**config.mk**
```make
export PLATFORM = sky130hd
export DESIGN_NAME = cdb_arbiter
export DESIGN_NICKNAME = d
export VERILOG_FILES = /design/src/rtl/cdb_arbiter_pkg.sv /design/src/rtl/cdb_src_queue.sv /design/src/rtl/cdb_arbiter.sv
export SDC_FILE = /design/constraint.sdc
export NUM_CORES = 1
export LEC_CHECK = 0
export CORE_MARGIN = 2
export CORE_UTILIZATION = 49
export CTS_CLUSTER_DIAMETER = 100
export DETAILED_ROUTE_END_ITERATION = 8
export PLACE_DENSITY = 0.76
export SETUP_SLACK_MARGIN = 0.5
export SYNTH_ARGS = -nofsm -noshare
export SYNTH_HDL_FRONTEND = slang
export SYNTH_HIERARCHICAL = 1
export SYNTH_SLANG_ARGS = --single-unit
```
**constraint.sdc**
```tcl
create_clock -name clk -period 4.9 [get_ports clk]
set_input_delay 0.98 -clock clk [delete_from_list [all_inputs] [get_ports clk]]
set_output_delay 0.98 -clock clk [all_outputs]
set_load 0.05 [all_outputs]
```
**src/rtl/cdb_arbiter_pkg.sv**
```systemverilog
// Shared types and constants for the common data bus (CDB) arbiter.
//   cdb_entry_t : one queued result {data, preg, rob_tag, mispredict} at the
//                 default widths; the top builds an equivalent struct from its
//                 own parameters and hands it to each queue as a type parameter.
//   NUM_CDB_SRC : number of producing functional units.
//   SRC_*       : source index of each functional unit.
//   src_next    : next source index, wrapping from the last source to the first.
package cdb_arbiter_pkg;

  localparam int CDB_XLEN      = 32;
  localparam int CDB_PREG_W    = 6;
  localparam int CDB_ROB_TAG_W = 4;

  localparam int NUM_CDB_SRC = 3;

  typedef logic [1:0] src_idx_t;

  localparam src_idx_t SRC_ALU = 2'd0;
  localparam src_idx_t SRC_LSU = 2'd1;
  localparam src_idx_t SRC_BR  = 2'd2;

  typedef struct packed {
    logic [CDB_XLEN-1:0]      data;
    logic [CDB_PREG_W-1:0]    preg;
    logic [CDB_ROB_TAG_W-1:0] rob_tag;
    logic                     mispredict;
  } cdb_entry_t;

  function automatic src_idx_t src_next(input src_idx_t s);
    return (s == SRC_BR) ? SRC_ALU : s + 2'd1;
  endfunction

endpackage

```
**src/rtl/cdb_src_queue.sv**
```systemverilog
// Per-source result FIFO feeding the CDB arbiter.
//   clk, reset  : clock, synchronous active-high reset
//   flush       : empties the queue; a push in the same cycle is dropped
//   push        : producer valid; taken only when ready
//   push_entry  : entry to enqueue
//   pop         : arbiter grant; removes the head
//   ready       : queue not full, from the registered count only
//   head        : oldest entry
//   nonempty    : at least one entry held
// DEPTH must be a power of two and at least 2 so the pointers wrap naturally.
module cdb_src_queue
  import cdb_arbiter_pkg::*;
#(
  parameter int  DEPTH   = 2,
  parameter type entry_t = cdb_entry_t
) (
  input  logic   clk,
  input  logic   reset,
  input  logic   flush,
  input  logic   push,
  input  entry_t push_entry,
  input  logic   pop,
  output logic   ready,
  output entry_t head,
  output logic   nonempty
);

  localparam int PTR_W = $clog2(DEPTH);
  localparam int CNT_W = $clog2(DEPTH + 1);

  entry_t           mem [DEPTH];
  logic [PTR_W-1:0] rd_ptr;
  logic [PTR_W-1:0] wr_ptr;
  logic [CNT_W-1:0] count;
  logic             do_push;
  logic             do_pop;

  // A full queue refuses even when it is popped in the same cycle, which keeps
  // grant logic out of the ready path.
  assign ready    = (count != CNT_W'(DEPTH));
  assign nonempty = (count != '0);
  assign head     = mem[rd_ptr];

  assign do_push = push && ready && !flush;
  assign do_pop  = pop && nonempty && !flush;

  always_ff @(posedge clk) begin
    if (reset || flush) begin
      rd_ptr <= '0;
      wr_ptr <= '0;
      count  <= '0;
    end else begin
      if (do_push) wr_ptr <= wr_ptr + PTR_W'(1);
      if (do_pop)  rd_ptr <= rd_ptr + PTR_W'(1);
      if (do_push && !do_pop) begin
        count <= count + CNT_W'(1);
      end else if (do_pop && !do_push) begin
        count <= count - CNT_W'(1);
      end
    end
  end

  // Storage is not reset; only entries below the count are ever read out.
  always_ff @(posedge clk) begin
    if (do_push) mem[wr_ptr] <= push_entry;
  end

endmodule

```
**src/rtl/cdb_arbiter.sv**
```systemverilog
// Common data bus arbiter: queues results from the ALU, LSU and branch unit
// and broadcasts one per cycle on the CDB, round-robin between sources.
//   clk, reset      : clock, synchronous active-high reset (wins over flush_i)
//   flush_i         : drops every queued result and any push this cycle
//   alu_cdb_*       : ALU result handshake and fields
//   lsu_cdb_*       : LSU result handshake and fields (stores use preg 0)
//   br_*            : branch resolution; queued with data = target, preg = 0
//   cdb_valid       : a result is on the bus this cycle
//   cdb_data/preg/rob_tag/mispredict : broadcast fields, all 0 when idle
module cdb_arbiter
  import cdb_arbiter_pkg::*;
#(
  parameter int XLEN      = CDB_XLEN,
  parameter int PREG_W    = CDB_PREG_W,
  parameter int ROB_TAG_W = CDB_ROB_TAG_W,
  parameter int QDEPTH    = 2
) (
  input  logic                 clk,
  input  logic                 reset,
  input  logic                 flush_i,
  input  logic                 alu_cdb_valid,
  output logic                 alu_cdb_ready,
  input  logic [XLEN-1:0]      alu_cdb_data,
  input  logic [PREG_W-1:0]    alu_cdb_preg,
  input  logic [ROB_TAG_W-1:0] alu_cdb_tag,
  input  logic                 lsu_cdb_valid,
  output logic                 lsu_cdb_ready,
  input  logic [XLEN-1:0]      lsu_cdb_data,
  input  logic [PREG_W-1:0]    lsu_cdb_preg,
  input  logic [ROB_TAG_W-1:0] lsu_cdb_tag,
  input  logic                 br_valid,
  output logic                 br_ready,
  input  logic [ROB_TAG_W-1:0] br_rob_tag,
  input  logic [XLEN-1:0]      br_target_addr,
  input  logic                 br_mispredict,
  output logic                 cdb_valid,
  output logic [XLEN-1:0]      cdb_data,
  output logic [PREG_W-1:0]    cdb_preg,
  output logic [ROB_TAG_W-1:0] cdb_rob_tag,
  output logic                 cdb_mispredict
);

  typedef struct packed {
    logic [XLEN-1:0]      data;
    logic [PREG_W-1:0]    preg;
    logic [ROB_TAG_W-1:0] rob_tag;
    logic                 mispredict;
  } entry_t;

  entry_t                 push_entry [NUM_CDB_SRC];
  entry_t                 head       [NUM_CDB_SRC];
  entry_t                 sel;
  logic [NUM_CDB_SRC-1:0] push;
  logic [NUM_CDB_SRC-1:0] pop;
  logic [NUM_CDB_SRC-1:0] ready;
  logic [NUM_CDB_SRC-1:0] req;
  logic                   any_req;
  src_idx_t               gnt;
  src_idx_t               cand;
  src_idx_t               rr_ptr;

  assign push[SRC_ALU] = alu_cdb_valid;
  assign push[SRC_LSU] = lsu_cdb_valid;
  assign push[SRC_BR]  = br_valid;

  assign push_entry[SRC_ALU] = '{data: alu_cdb_data, preg: alu_cdb_preg,
                                 rob_tag: alu_cdb_tag, mispredict: 1'b0};
  assign push_entry[SRC_LSU] = '{data: lsu_cdb_data, preg: lsu_cdb_preg,
                                 rob_tag: lsu_cdb_tag, mispredict: 1'b0};
  // Branches never write a register; the target rides on the data field.
  assign push_entry[SRC_BR]  = '{data: br_target_addr, preg: '0,
                                 rob_tag: br_rob_tag, mispredict: br_mispredict};

  assign alu_cdb_ready = ready[SRC_ALU];
  assign lsu_cdb_ready = ready[SRC_LSU];
  assign br_ready      = ready[SRC_BR];

  for (genvar g = 0; g < NUM_CDB_SRC; g++) begin : g_src
    cdb_src_queue #(
      .DEPTH   (QDEPTH),
      .entry_t (entry_t)
    ) u_queue (
      .clk        (clk),
      .reset      (reset),
      .flush      (flush_i),
      .push       (push[g]),
      .push_entry (push_entry[g]),
      .pop        (pop[g]),
      .ready      (ready[g]),
      .head       (head[g]),
      .nonempty   (req[g])
    );

    assign pop[g] = cdb_valid && (gnt == src_idx_t'(g));
  end

  // First requester at or after rr_ptr, wrapping over the three sources.
  always_comb begin
    any_req = 1'b0;
    gnt     = SRC_ALU;
    cand    = rr_ptr;
    for (int k = 0; k < NUM_CDB_SRC; k++) begin
      if (!any_req && req[cand]) begin
        any_req = 1'b1;
        gnt     = cand;
      end
      cand = src_next(cand);
    end
  end

  always_comb begin
    case (gnt)
      SRC_LSU: sel = head[SRC_LSU];
      SRC_BR:  sel = head[SRC_BR];
      default: sel = head[SRC_ALU];
    endcase
  end

  assign cdb_valid      = any_req && !flush_i;
  assign cdb_data       = cdb_valid ? sel.data       : '0;
  assign cdb_preg       = cdb_valid ? sel.preg       : '0;
  assign cdb_rob_tag    = cdb_valid ? sel.rob_tag    : '0;
  assign cdb_mispredict = cdb_valid ? sel.mispredict : 1'b0;

  // Flush suppresses cdb_valid, so the pointer naturally holds across it.
  always_ff @(posedge clk) begin
    if (reset) begin
      rr_ptr <= SRC_ALU;
    end else if (cdb_valid) begin
      rr_ptr <= src_next(gnt);
    end
  end

endmodule

```
**Word level (Yosys, flattened, before mapping)**

Memory sizes are Yosys's and may differ from the RTL's. A register that Yosys moved wholly into a read port is not among the register bits.
Cells that the tools add are included.

- Flip-flop bits (word level): 14
- Bits in writable memories: 242
- Bits of input ports: 127
- Logic and storage cells: 117
- Memories: 3

- Add/sub/neg operators: 15
- $lt $le $gt $ge: 3
- Equality and inequality tests: 7
- Mux-type cells: 38
- Reductions and logical operators: 41

Memory list:

| name | depth | width | rd ports | clocked after Yosys merged registers in | write ports | RTL line | text |
|---|---|---|---|---|---|---|---|
| g_src[0].u_queue.mem | 2 | 42 | 1 | 1 | 1 | cdb_src_queue.sv:31 | `entry_t mem [DEPTH];` |
| g_src[1].u_queue.mem | 2 | 42 | 1 | 1 | 1 | cdb_src_queue.sv:31 |  |
| g_src[2].u_queue.mem | 2 | 37 | 1 | 1 | 1 | cdb_src_queue.sv:31 |  |

Operator list:

| kind | number |
|---|---|
| $pmux W43 S2 | 1 |
| $mux W32 | 1 |
| $logic_and A1 B1 Y1 | 24 |
| $mux W2 | 12 |
| $mux W1 | 19 |
| $add A2 B1 Y2 const B | 6 |
| $reduce_bool A2 Y1 | 6 |
| $logic_not A1 Y1 | 9 |
| $lt A2 B3 Y1 const B | 3 |
| $add A1 B1 Y1 const B | 6 |
| $bmux W1 S2 | 3 |
| $eq A2 B2 Y1 const B | 3 |
| $mux W6 | 1 |
| $ne A2 B2 Y1 const B | 3 |
| $sub A2 B1 Y2 const B | 3 |
| $mux W4 | 1 |
| $eq A2 B1 Y1 const B | 1 |
| $logic_not A2 Y1 | 1 |
| $logic_or A1 B1 Y1 | 1 |

**Logic depth before layout (Yosys ltp)**

Gate-level depths: netlist of run 1.

- Depth after elaboration: 17
- Mapped depth: 15
- Mapped depth without buffers: 13

**Modules after synthesis**

The synthesis of run 1 kept the hierarchy.

Modules (own cells, without submodules):

| module | instances | cells each | area each (um^2) | seq. area each (um^2) |
|---|---|---|---|---|
| cdb_src_queue | 3 | 163 | 3,342.0 | 2,682.6 |
| cdb_arbiter | 1 | 191 | 1,348.8 | 40.0 |

**Worst setup path after synthesis of run 1**

OpenSTA, ideal clock, no wires.

- Path kind: input to register
- Start point: input alu_cdb_valid
- End point: memory g_src[0].u_queue/mem[1][0] (netlist bit) (enable)
- Library setup time: 0.506 ns
- Arrival time: 4.254 ns
- Setup slack: 0.139 ns
- Cell stages on the path: 2
- Path buffers: 0
- Cell sequence: nand2_1 -> nor3b_1

- Longest elaborated chain between the ends: 4

RTL lines:

| item | RTL line | text |
|---|---|---|
| from (decl) | cdb_arbiter.sv:21 | `input logic alu_cdb_valid,` |
| $logic_and A1 B1 Y1 (2 in a row) | cdb_src_queue.sv:44 | `assign do_push = push && ready && !flush;` |
| $mux W1 | cdb_src_queue.sv:65 | `if (do_push) mem[wr_ptr] <= push_entry;` |
| $mux W1 (implied by the code) | cdb_src_queue.sv:65 |  |
| to (decl) | cdb_src_queue.sv:31 |  |

Every way passes these cells.

**Worst setup path in the final report of run 1**

- Start point: register g_src[2].u_queue.count[1]
- End point: output cdb_data[2]

- Longest elaborated chain between the ends: 13
- Elaborated cells on any way between the ends: 22
- Those cells by class: eq/ne: 2; mux: 14; reduce/logical: 6

RTL lines:

| item | RTL line | text |
|---|---|---|
| from (decl) | cdb_src_queue.sv:34 | `logic [CNT_W-1:0] count;` |
| from (signal assigned) | cdb_src_queue.sv:56 | `count <= count + CNT_W'(1);` |
| from (signal assigned) | cdb_src_queue.sv:58 | `count <= count - CNT_W'(1);` |
| $reduce_bool A2 Y1 (*) | cdb_src_queue.sv:41 | `assign nonempty = (count != '0);` |
| named net req[2] | cdb_arbiter.sv:56 | `logic [NUM_CDB_SRC-1:0] req;` |
| $bmux W1 S2 | cdb_arbiter.sv:103 | `if (!any_req && req[cand]) begin` |
| $mux W1 (implied by the code) | cdb_arbiter.sv:103 |  |
| $mux W1 | cdb_arbiter.sv:103 |  |
| $logic_not A1 Y1 | cdb_arbiter.sv:103 |  |
| $logic_and A1 B1 Y1 | cdb_arbiter.sv:103 |  |
| $mux W1 | cdb_arbiter.sv:103 |  |
| $logic_not A1 Y1 | cdb_arbiter.sv:103 |  |
| $logic_and A1 B1 Y1 | cdb_arbiter.sv:103 |  |
| $mux W2 | cdb_arbiter.sv:103 |  |
| $eq A2 B2 Y1 or $eq A2 B1 Y1 (tied branches) | cdb_arbiter.sv:112 | `case (gnt)` |
| $pmux W43 S2 | cdb_arbiter.sv:112 |  |
| $mux W32 (*) | cdb_arbiter.sv:120 | `assign cdb_data = cdb_valid ? sel.data : '0;` |
| to (decl) | cdb_arbiter.sv:37 | `output logic [XLEN-1:0] cdb_data,` |

The timed path passes the listed nets; every way through them passes the cells marked *. The select of a mux whose other input is x is not followed.

==> results.json, run 1 <==
{
  "syn_area_per_cell_um2": 16.7,
  "power.density_nw_per_um2": 366,
  "endpoint_kind": "output pin",
  "tritoncts": "yes",
  "layout_commonest_cell": "edfxtp_1",
  "met2_usage_pct": 34.3,
  "grt_start_max_net_pins": 37,
  "cap_viol_max_count": 0,
  "io_buffers": 173,
  "start_kind": "flop",
  "antenna_left": 0,
  "drt_iter0_drc": 407,
  "antenna_found_initial": 1,
  "finalCritPeriodShare_pct": 85.9,
  "critPathSlowestCell": "a211oi_1",
  "hold_slack_ns": 0.509,
  "cp_cell_sequence": "or2_2, a21oi_1, o211ai_1, inv_1, ha_4, buf_8, a22oi_1, a211oi_1, buf_4",
  "die-height_um": 156,
  "cp.required_ns": 3.92,
  "dr.pass1.iters": 4,
  "dp_hpwl_mm": 15.9,
  "io_pins": 174,
  "avgRoutedWirePerCell_um": 21.3,
  "yosys_warnings": 6,
  "grt_use_total_pct": 20.4,
  "cts-root-buf": "clkbuf_16",
  "post-route-min-period_ns": 4.21,
  "holdCritPathClass": "reg -> reg",
  "placed_cells": 1134,
  "ys_seq_area_share_pct": 71.1,
  "use_met3_pct": 4.04,
  "final_cells": 1189,
  "busiest_layer": "met2",
  "finalSetupTns_ns": 0,
  "cp_max_fo": 34,
  "die_area_um2": 24400,
  "relSlewSlack_pct": 39.8,
  "num_rows": 55,
  "grt_setup_unrepaired": "false",
  "crit_family": "compound AO/OA/AOI/OAI gates",
  "hold_viol": 0,
  "synth-seq-cells": 275,
  "total_power_mw": 5.29,
  "nets": 1016,
  "htree_levels": 1,
  "worst_slew_pin_slew_ns": 0.903,
  "via_count": 6512,
  "cp.arrival_ns": 3.23,
  "totalWireLength_mm": 25.3,
  "cts.sinks": 275,
  "grt_pass1_wl_mm": 37.5,
  "clk_path_buf_depth": 3,
  "fp.dieW_um": 156,
  "synthCells": 680,
  "critical_path.max_stage_delay_ns": 0.43,
  "start_util_pct": 50.1,
  "drc": 0,
  "finalWeightedCongestion": 0.796,
  "fp.coreArea_um2": 22700,
  "numCtsBuffers": 29,
  "vdd_drop_max_v": 0.000278,
  "clock_latency_ns": 0.53,
  "synth_cell_types": 32,
  "synth.cell_area_um2": 11400,
  "ctsHoldBuffers": 0,
  "fmax_mhz": 238,
  "cp.buffers_inverters": 3,
  "grt_pass1_vias": 6672,
  "met1_usage_pct": 27.7,
  "grt_overflow": 0,
  "viasPerCell": 5.48,
  "setup_viol": 0,
  "slew_violations": 0,
  "drive_above_1_share_pct": 29.3,
  "path_class": "reg -> out",
  "clk_pin_slew_ns": 0.06,
  "finalClockSkew_ns": 0.0220,
  "final_cell_mix": "edfxtp_1 (258), clkdlybuf4s50_1 (130), mux2_2 (117), nor2_1 (61), buf_4 (48)",
  "areaGrowthSynthToFinish_pct": 27.0,
  "outcome": "finished clean",
  "cellLeakagePower_nw": 4.96,
  "utilization_pct": 63.6
}
==> cells in the mapped netlist <==
cell type | n | area share (%)
xor2_1 | 9 | 0.69
buf_2 | 10 | 0.44
nor3_1 | 3 | 0.13
edfxtp_1 | 258 | 68
a211oi_1 | 19 | 1.3
o21ai_1 | 3 | 0.13
a22oi_1 | 43 | 2.8
buf_6 | 4 | 0.40
nand2_1 | 4 | 0.13
buf_4 | 12 | 0.79
dfxtp_1 | 17 | 3.0
o21a_1 | 1 | 0.066
conb_1 | 1 | 0.033
or2_2 | 9 | 0.49
or3_1 | 6 | 0.33
a211oi_2 | 26 | 2.9
a2111oi_0 | 2 | 0.15
buf_1 | 2 | 0.066
clkbuf_1 | 12 | 0.40
o21ai_0 | 7 | 0.31
inv_1 | 13 | 0.43
o31ai_4 | 1 | 0.19
or2b_1 | 2 | 0.13
ha_1 | 8 | 0.88
mux2_1 | 12 | 1.2
mux2_2 | 117 | 12
nor2b_1 | 3 | 0.17
a21oi_1 | 10 | 0.44
nor3b_1 | 3 | 0.20
nor2_1 | 61 | 2.0
o211ai_1 | 1 | 0.066
a21boi_2 | 1 | 0.099
==> cell families (layout without fill, tap and decap cells) <==
kind of cell    Yosys count  after routing  share of synthesized area (%)
xor+xnor                  9              9                          0.693
buf+inv                  53            261                           2.52
other cells               1             17                         0.0330
fa+ha+maj                 8              8                          0.880
flops                   275            275                           71.1
simple gates             91             91                           3.60
compound gates          114            114                           8.40
mux                     129            129                           12.8
==> timing repair <==
action | 4_1_cts | 5_1_grt
pin swaps | 1 | 0
resized for setup | 5 | 13
buffers inserted | 1 | 0
setup endpoints to repair | 42 | 39
==> layer usage <==
metal	up-vias	wire, um
met2	211	12600
li1	3041	-
met4	0	359
met3	28	1720
met1	3232	10700
met5	-	0
==> layout make-up <==
class	count	area, um2
inverter	13	48.8
tap	285	357
sequential	275	8090
fill	1653	8260
clock inverter	22	169
antenna	1	2.50
clock buffer	31	733
multi-input combinational	367	3160
timing repair buffer	195	1890
==> state kept, by name, indices dropped and copies added (netlist names), named ones only <==
signal                count
g_src.u_queue/mem       258
g_src.u_queue/count       6
g_src.u_queue/rd_ptr      3
g_src.u_queue/wr_ptr      3
rr_ptr                    2
==> power breakdown <==
group	switching (mW)	leakage, nW	internal, mW
clock network	0.860	0.449	1.19
registers	0.0190	2.51	2.65
logic	0.340	2.01	0.236
==> final timing paths <==
| kind | startpoint | to | slack (ns) | depth (start not counted) |
|---|---|---|---|---|
| worst max-delay path | g_src[2].u_queue/count[1] | cdb_data[2] | 0.69 | 9 |
| worst min-delay path | g_src[0].u_queue/rd_ptr | g_src[0].u_queue/rd_ptr | 0.51 | 2 |
| worst max register to register | g_src[2].u_queue/count[1] | g_src[1].u_queue/count[1] | 1.61 | 13 |
| worst min register to register | g_src[0].u_queue/rd_ptr | g_src[0].u_queue/rd_ptr | 0.51 | 2 |
==> worst register-to-register path: stages (launching register included) <==
cell and delay [ns]:
dfxtp_1 0.34, or2_2 0.35, a21oi_1 0.17, o211ai_1 0.24, inv_1 0.21, ha_4 0.26
buf_8 0.30, inv_1 0.08, nor2_1 0.10, o21ai_1 0.09, or2_2 0.28, ha_1 0.32
or3_1 0.35, a21oi_1 0.14
==> through the flow <==
stage / setup WS [ns] / cell area (um2)
2_1_floorplan: 0.861 / 11500
3_3_place_gp: 0.900 / 13500
3_5_place_dp: 0.764 / 13500
4_1_cts: 0.511 / 14400
5_1_grt: 0.514 / 14400
6_report: 0.692 / 14500
No activity file was read; power rests on OpenSTA's default activity.
==> run 2: changes to the inputs <==
--- a/config.mk
+++ b/config.mk
@@ -9,7 +9,9 @@
 export CORE_UTILIZATION = 49
 export CTS_CLUSTER_DIAMETER = 100
 export DETAILED_ROUTE_END_ITERATION = 8
+export MAX_ROUTING_LAYER = met4
 export PLACE_DENSITY = 0.76
+export REMOVE_ABC_BUFFERS = 1
 export SETUP_SLACK_MARGIN = 0.5
 export SYNTH_ARGS = -nofsm -noshare
 export SYNTH_HDL_FRONTEND = slang
==> results.json, run 2 (synthesis results as in run 1) <==
{
  "outcome": "finished clean",
  "start_kind": "flop",
  "fmax_mhz": 235,
  "numCtsBuffers": 28,
  "cellLeakagePower_nw": 4.93,
  "grt_pass1_wl_mm": 39.2,
  "clock_latency_ns": 0.54,
  "cts-root-buf": "clkbuf_16",
  "cp.required_ns": 3.92,
  "cts.sinks": 275,
  "preCtsSetupSlack_ns": 0.497,
  "endpoint": "cdb_rob_tag[1]",
  "grt_setup_unrepaired": "false",
  "holdCritPathClass": "reg -> reg",
  "largest_reg_flops": 258,
  "layout_commonest_cell": "edfxtp_1",
  "place_area_um2": 13600,
  "viasPerCell": 5.55,
  "grt_start_max_net_pins": 37,
  "cp.buffers_inverters": 2,
  "io_pins": 174,
  "antenna_left": 0,
  "path_class": "reg -> out",
  "use_met3_pct": 3.30,
  "areaGrowthSynthToFinish_pct": 27.5,
  "drive_above_1_share_pct": 28.6,
  "num_rows": 55,
  "stdcell_area_um2": 14500,
  "finalSetupTns_ns": 0,
  "dr.pass1.iters": 4,
  "reg_top3": "g_src.u_queue/mem x258, g_src.u_queue/count x6",
  "grt_pass1_vias": 7067,
  "nets": 1023,
  "setup_slack_ns": 0.637,
  "busiest_layer": "met2",
  "finalWeightedCongestion": 0.823,
  "antenna_found_initial": 0,
  "fp.coreArea_um2": 22700,
  "vdd_drop_max_v": 0.000301,
  "largest_register": "g_src.u_queue/mem",
  "finalClockSkew_ns": 0.0157,
  "met2_usage_pct": 37.3,
  "total_power_mw": 5.49,
  "cp.arrival_ns": 3.28,
  "crit_family": "buffers and inverters",
  "hold_slack_ns": 0.512,
  "startpoint": "g_src[0].u_queue/count[0]",
  "htree_levels": 1,
  "power.density_nw_per_um2": 379,
  "drc": 0,
  "critPathSlowestCell": "dlygate4sd2_1",
  "die_area_um2": 24400,
  "worst_slew_pin_slew_ns": 0.649,
  "clk_path_buf_depth": 3,
  "dp_hpwl_mm": 16.5,
  "antennaDiodeCount": 0,
  "die-height_um": 156,
  "finalCritPeriodShare_pct": 87.0,
  "cap_viol_max_count": 0,
  "reg2reg_depth": 13,
  "utilization_pct": 63.8,
  "avgRoutedWirePerCell_um": 22.1,
  "via_count": 6622,
  "relSlewSlack_pct": 56.7,
  "slew_violations": 0,
  "post-route-min-period_ns": 4.26,
  "met1_usage_pct": 27.3,
  "fp.dieW_um": 156,
  "start_util_pct": 50.1,
  "reg2reg_slack_ns": 1.76,
  "r2r-end": "g_src[2].u_queue/count[1]",
  "critical_path.max_stage_delay_ns": 0.56,
  "ctsHoldBuffers": 0,
  "placed_cells": 1138,
  "grt_overflow": 0,
  "setup_viol": 0,
  "drt_iter0_drc": 426,
  "cp_max_fo": 13,
  "totalWireLength_mm": 26.4,
  "clk_pin_slew_ns": 0.06,
  "cp_cell_sequence": "or2_2, a21oi_1, o21ai_1, ha_4, buf_4, nor2_1, a211oi_2, dlygate4sd2_1",
  "io_buffers": 173,
  "r2r-start": "g_src[0].u_queue/count[0]",
  "grt_use_total_pct": 22.0,
  "cp.depth": 8,
  "hold_viol": 0,
  "endpoint_kind": "output pin",
  "tritoncts": "yes",
  "final_cells": 1194,
  "final_cell_mix": "edfxtp_1 (258), clkdlybuf4s50_1 (130), mux2_2 (117), nor2_1 (61), a22oi_1 (43)"
}
[run 2: cell types whose count changed in the layout (fill, tap and decap cells not counted), sizes merged]
cell and change:
clkbuf +21, clkinv -6, bufinv +4, dlymetal6s2s -7
diode -1, clkinvlp -1, buf -24, clkdlybuf4s15 +3
dlygate4sd2 +16
[run 2: cell type report]
cell class / instances / area [um2]
Clock buffer: 32 / 737
Clock inverter: 19 / 240
Fill cell: 1635 / 8210
Inverter: 13 / 48.8
Multi-Input combinational cell: 367 / 3120
Sequential cell: 275 / 8090
Tap cell: 285 / 357
Timing Repair Buffer: 203 / 1900
[run 2: tightest hold or removal path, stage by stage (launching register included)]
cell and delay [ns]:
dfxtp_1 0.32, xor2_1 0.08, nor2_1 0.07
[run 2: worst min-delay path by stage]
stage	from	to	slack [ns]	cells past startpoint
3_5_place_dp	g_src[1].u_queue/rd_ptr	g_src[1].u_queue/rd_ptr	0.49	2
3_3_place_gp	g_src[2].u_queue/rd_ptr	g_src[2].u_queue/rd_ptr	0.48	2
5_1_grt	g_src[0].u_queue/wr_ptr	g_src[0].u_queue/wr_ptr	0.53	2
2_1_floorplan	g_src[0].u_queue/wr_ptr	g_src[0].u_queue/wr_ptr	0.47	2
4_1_cts	g_src[1].u_queue/rd_ptr	g_src[1].u_queue/rd_ptr	0.51	2
6_report	g_src[1].u_queue/rd_ptr	flop	0.51	2
[run 2: repair_timing]
action                     4_1_cts  5_1_grt
pin swaps                        1        2
setup buffers                    2        3
setup endpoints to repair       42       43
resized for setup               52       50
[run 2: power by group]
part	total [mW]	leakage (nW)	switching (mW)	internal [mW]
sequential	2.67	2.51	0.0194	2.65
combinational	0.579	1.95	0.349	0.231
clock	2.24	0.480	0.858	1.39
total	5.49	4.93	1.23	4.26
[run 2: routing by layer]
layer,share of wire [%],wire [um]
met1,42,11100
met2,50,13200
met3,5.7,1510
met4,2.1,563
met5,0,0
==> run 3: changes to the inputs <==
--- a/config.mk
+++ b/config.mk
@@ -6,11 +6,11 @@
 export NUM_CORES = 1
 export LEC_CHECK = 0
 export CORE_MARGIN = 2
-export CORE_UTILIZATION = 49
+export CORE_UTILIZATION = 30
 export CTS_CLUSTER_DIAMETER = 100
 export DETAILED_ROUTE_END_ITERATION = 8
 export MAX_ROUTING_LAYER = met4
-export PLACE_DENSITY = 0.76
+export PLACE_DENSITY = 0.51
 export REMOVE_ABC_BUFFERS = 1
 export SETUP_SLACK_MARGIN = 0.5
 export SYNTH_ARGS = -nofsm -noshare
==> results.json, run 3 (synthesis results as in run 1) <==
{
  "clk_path_buf_depth": 3,
  "tritoncts": "yes",
  "cts.sinks": 275,
  "start_kind": "flop",
  "largest_register": "g_src.u_queue/mem",
  "ctsHoldBuffers": 0,
  "grt_overflow": 0,
  "num-fill-cells": 3550,
  "avgRoutedWirePerCell_um": 20.1,
  "dp_hpwl_mm": 18.4,
  "outcome": "finished clean",
  "cp_max_fo": 17,
  "totalWireLength_mm": 28.7,
  "io_buffers": 173,
  "grt_setup_unrepaired": "true",
  "cp.arrival_ns": 3.27,
  "grt_pass1_wl_mm": 42.1,
  "cellLeakagePower_nw": 4.85,
  "grt_pass1_vias": 6906,
  "final_cell_mix": "edfxtp_1 (258), clkdlybuf4s50_1 (130), mux2_2 (117), nor2_1 (61), a22oi_1 (43)",
  "r2r-start": "g_src[0].u_queue/count[0]",
  "reg2reg_depth": 12,
  "endpoint": "cdb_data[11]",
  "die-height_um": 199,
  "grt_use_total_pct": 14.9,
  "fp.dieW_um": 199,
  "drc": 0,
  "antenna_left": 0,
  "reg2reg_slack_ns": 1.64,
  "cap_viol_max_count": 0,
  "num_rows": 71,
  "cts-root-buf": "clkbuf_16",
  "htree_levels": 1,
  "drive_above_1_share_pct": 31.1,
  "startpoint": "g_src[2].u_queue/count[0]",
  "areaGrowthSynthToFinish_pct": 30.0,
  "finalSetupTns_ns": 0,
  "dr.pass1.iters": 4,
  "power.density_nw_per_um2": 367,
  "reg_top3": "g_src.u_queue/mem x258, g_src.u_queue/count x6",
  "largest_reg_flops": 258,
  "met2_usage_pct": 24.5,
  "placed_cells": 1368,
  "finalCritPeriodShare_pct": 86.7,
  "die_area_um2": 39500,
  "layout_commonest_cell": "edfxtp_1",
  "drt_iter0_drc": 267,
  "r2r-end": "g_src[2].u_queue/count[1]",
  "fp.coreArea_um2": 37500,
  "met1_usage_pct": 19.6,
  "busiest_layer": "met2",
  "finalClockSkew_ns": 0.0235,
  "hold_viol": 0,
  "via_count": 6499,
  "relSlewSlack_pct": 57.2,
  "path_class": "reg -> out",
  "fmax_mhz": 235,
  "numCtsBuffers": 31,
  "clk_pin_slew_ns": 0.06,
  "vdd_drop_max_v": 0.000289,
  "post-route-min-period_ns": 4.25,
  "total_power_mw": 5.43,
  "viasPerCell": 4.54,
  "nets": 1029,
  "antenna_found_initial": 1,
  "utilization_pct": 39.5,
  "clock_latency_ns": 0.57,
  "cp.required_ns": 3.92,
  "start_util_pct": 30.3,
  "slew_violations": 0,
  "io_pins": 174,
  "final_cells": 1431,
  "worst_slew_pin_slew_ns": 0.643,
  "use_met3_pct": 2.54,
  "grt_start_max_net_pins": 30,
  "setup_viol": 0,
  "finalWeightedCongestion": 0.677,
  "holdCritPathClass": "reg -> reg",
  "endpoint_kind": "output pin"
}
-- run 3: cell types whose count changed in the layout (fill, tap and decap cells not counted), sizes merged, moves of 2 or more --
cell,previous run,this run
clkdlybuf4s15,3,16
bufinv,6,2
inv,13,15
dlygate4sd2,19,0
clkinvlp,0,4
clkbuf,52,59
buf,31,36
-- run 3: cell type report --
type / count / area, um2 / share of cell area [%]
inverters: 13 / 48.8 / 0.330
flip-flops and latches: 275 / 8090 / 54.7
well taps: 511 / 639 / 4.32
clock inverters: 22 / 170 / 1.15
repair buffers: 206 / 1920 / 13.0
diodes: 1 / 2.50 / 0.0169
clock buffers: 36 / 795 / 5.37
multi-input cells: 367 / 3120 / 21.1
-- run 3: worst max-delay path: stages, from the launching register on --
cell,delay (ns)
dfxtp_1,0.35
or2_2,0.34
a21oi_1,0.16
o211ai_1,0.26
inv_1,0.22
ha_4,0.21
buf_4,0.30
a22oi_1,0.11
a211oi_1,0.35
clkdlybuf4s15_2,0.43
-- run 3: routing by layer --
layer	share of wire [%]	wire [um]
met5	0	0
met4	2.0	572
met3	5.3	1540
met2	47	13600
met1	45	13000
-- run 3: how the worst min path moves through the flow --
| stage | start | cells after the start | end |
|---|---|---|---|
| floorplan | g_src[0].u_queue/wr_ptr | 2 | g_src[0].u_queue/wr_ptr |
| global placement | g_src[2].u_queue/wr_ptr | 2 | g_src[2].u_queue/wr_ptr |
| detailed placement | g_src[2].u_queue/rd_ptr | 2 | g_src[2].u_queue/rd_ptr |
| CTS | g_src[2].u_queue/rd_ptr | 2 | flop |
| global route | g_src[0].u_queue/rd_ptr | 2 | g_src[0].u_queue/rd_ptr |
| finish | g_src[2].u_queue/rd_ptr | 2 | g_src[2].u_queue/rd_ptr |
-- run 3: stage by stage --
step           worst slack, ns  hold slack [ns]  cell area (um2)
3_5_place_dp             0.501            0.490            13900
2_1_floorplan           -0.350            0.466            11200
3_3_place_gp             0.547            0.486            13900
6_report                 0.653            0.502            14800
5_1_grt                  0.470            0.536            14800
4_1_cts                  0.492            0.501            14900
-- run 3: power breakdown --
group	switching [mW]	total (mW)	leakage (nW)	internal, mW
Combinational	0.353	0.588	1.89	0.235
Clock	0.917	2.18	0.460	1.26
Sequential	0.0169	2.66	2.51	2.65
Total	1.29	5.43	4.85	4.14
-- run 3: repair_timing --
item	in CTS	in global routing
setup buffers	2	2
pin swaps	1	0
endpoints found under the setup margin	40	33
resized for setup	96	43
==> edit, RTL diff (config.mk and constraints of run 1) <==
Add an input register stage for `br_target_addr`, cleared by the reset; this delays it by one clock. The other inputs are not delayed to match.
--- a/src/rtl/cdb_arbiter.sv
+++ b/src/rtl/cdb_arbiter.sv
@@ -48,4 +48,14 @@
   } entry_t;
 
+  logic [XLEN-1:0] br_target_addr_q;
+
+  always_ff @(posedge clk) begin
+    if (reset) begin
+      br_target_addr_q <= '0;
+    end else begin
+      br_target_addr_q <= br_target_addr;
+    end
+  end
+
   entry_t                 push_entry [NUM_CDB_SRC];
   entry_t                 head       [NUM_CDB_SRC];
@@ -69,5 +79,5 @@
                                  rob_tag: lsu_cdb_tag, mispredict: 1'b0};
   // Branches never write a register; the target rides on the data field.
-  assign push_entry[SRC_BR]  = '{data: br_target_addr, preg: '0,
+  assign push_entry[SRC_BR]  = '{data: br_target_addr_q, preg: '0,
                                  rob_tag: br_rob_tag, mispredict: br_mispredict};
 
Formal check against the unedited RTL: not equivalent (Yosys sat finds a counterexample within 4 cycles, from zero or initial values and one cycle with reset high).
==> edit against run 1 <==
Clock skew decreased by 0.0011 ns. Largest power group unchanged. Wire length increased by 8.9%. Combinational power increased by 15%. Sequential share of layout area decreased by 0.93 points. Cell area increased by 9.7%. Setup slack got worse by 0.091 ns. Area after synthesis increased by 7.6%. Total power increased by 15%. Sequential cell count increased by 32. Clock power increased by 20%.
==> edit: results (changes against run 1) <==
metric;value;unit;change
irDropWorstVdd;0.224;mV;was 0.278 mV
path_max_fanout;25;;was 34
routed_wl;27500;um;was 25300 um
grt_max_degree;44;;was 37
cp-startpoint;g_src[2].u_queue/count[0]$_SDFFE_PP0P_;;was g_src[2].u_queue/count[1]$_SDFFE_PP0P_
antenna_found_initial;3;;was 1
yosysWarnings;6;;unchanged
rr_startpoint;g_src[0].u_queue/count[0]$_SDFFE_PP0P_;;was g_src[2].u_queue/count[1]$_SDFFE_PP0P_
final_nets;1078;;was 1016
antennaDiodeCount;0;;was 1
reg2regPathDepth;13;;unchanged
placed_cell_area;14700;um^2;was 13500 um^2
r2r_end;g_src[1].u_queue/count[1]$_SDFFE_PP0P_;;unchanged
dp.cells;1232;;was 1134
cts_inserted_buffers;31;;was 29
synth_cells;747;;was 680
final_layout_size_suffix_gt1_share;29.3;%;about the same
worstSkewPairLatency;0.56;ns;was 0.53 ns
synthTopCellsByCount;edfxtp_1, mux2_2, nor2_1, dfxtp_1, a22oi_1;;was edfxtp_1, mux2_2, nor2_1, a22oi_1, a211oi_2
hpwlAfterDp;18000;um;was 15900 um
synth_edf_count;258;;unchanged
grt_pass1_vias;7208;;was 6672
pre_cts_slack;0.842;ns;was 0.764 ns
period_share;87.7;%;was 85.9%
ys_types;35;;was 32
seq_area_frac_synth;71.3;%;was 71.1%
clockRootBuffer;clkbuf_16;;unchanged
status;completed;;unchanged
netlist_top_cells_area;edfxtp_1, mux2_2, dfxtp_1;;unchanged
r2r_slack;1.61;ns;about the same
ys_async_sr_fraction;0;%;unchanged
initialDrtViolationCount;474;;was 407
htreeDepth;1;;unchanged
wire_per_inst;21.3;um;about the same
grt_pass1_wl;41000;um;was 37500 um
worst_pin_slew;1.08;ns;was 0.903 ns
finClkSkew;0.0209;ns;was 0.0220 ns
cts_buffer_depth;3;;unchanged
p_leak;5.37;nW;was 4.96 nW
dr.pass1.iters;5;;was 4
endpoint;cdb_mispredict;;was cdb_data[2]
largestRegisters;g_src.u_queue/mem (258), br_target_addr_q (32), g_src.u_queue/count (6);;was g_src.u_queue/mem (258), g_src.u_queue/count (6)
vias;6986;;was 6512
hold_path.class;reg2reg;;unchanged
io_buffers;173;;unchanged
gr-usage-all-layers;20.8;%;was 20.4%
globalplace.congestion;0.847;;was 0.796
clkTransAtPathRegs;0.06;ns;about the same
==> edit: critical path, cell delays in order, from the launching register on <==
cell	delay [ns]
dfxtp_1	0.35
or2_2	0.33
nor2b_1	0.16
o21ai_0	0.21
nand3_1	0.22
ha_4	0.39
buf_6	0.20
buf_16	0.18
a211oi_1	0.52
buf_12	0.21
==> edit: timing repair <==
| item | CTS | global route |
|---|---|---|
| buffers inserted | 1 | 1 |
| pin swaps | 1 | 1 |
| endpoints found under the setup margin | 27 | 25 |
| gates resized for setup | 2 | 3 |
| gates cloned | 0 | 0 |
==> edit: report_power, final <==
group	internal (mW)	switching, mW	total, mW
Sequential	2.92	0.0261	2.95
Clock	1.50	0.953	2.45
Combinational	0.291	0.371	0.662
Total	4.71	1.35	6.06
==> edit: cells by family (layout without fill, tap and decap cells) <==
kind of cell,count (synthesis),after routing,share of synthesized area [%]
flip-flops,307,307,71.3
multiplexers,129,129,11.9
AND/OR/NAND/NOR,127,127,5.16
AO/OA/AOI/OAI,112,112,7.77
buffers and inverters,54,259,2.41
XOR/XNOR,9,9,0.644
adder cells (fa/ha/maj),8,8,0.818
other,1,16,0.0306
==> edit: metal layers <==
layer	up-vias	part of all wire, %	GRT usage [%]
li1	3225	-	-
met5	-	0.16	0
met4	6	2.5	5.39
met1	3460	40	26.7
met3	49	6.3	3.93
met2	246	51	36.4
==> edit: how the worst min path moves through the flow <==
stage	cells past startpoint	from	slack [ns]	endpoint
floorplan	0	br_target_addr_q[0]$_SDFF_PP0_	0.40	g_src[2].u_queue/mem[0][11]$_DFFE_PP_
finish	0	br_target_addr_q[10]$_SDFF_PP0_	0.42	g_src[2].u_queue/mem[1][21]$_DFFE_PP_
detailed placement	0	br_target_addr_q[7]$_SDFF_PP0_	0.41	g_src[2].u_queue/mem[1][18]$_DFFE_PP_
CTS	0	br_target_addr_q[7]$_SDFF_PP0_	0.43	g_src[2].u_queue/mem[1][18]$_DFFE_PP_
global route	0	br_target_addr_q[22]$_SDFF_PP0_	0.43	g_src[2].u_queue/mem[1][33]$_DFFE_PP_
global placement	0	br_target_addr_q[27]$_SDFF_PP0_	0.40	g_src[2].u_queue/mem[1][38]$_DFFE_PP_
==> edit: final cells by class <==
cell class              instances  area (um^2)
clock buffers                  44          947
clock inverters                13          150
fillers                      1742         8530
inverters                      11         41.3
multi-input cells             401         3370
flip-flops and latches        307         8730
well taps                     324          405
repair buffers                191         2210
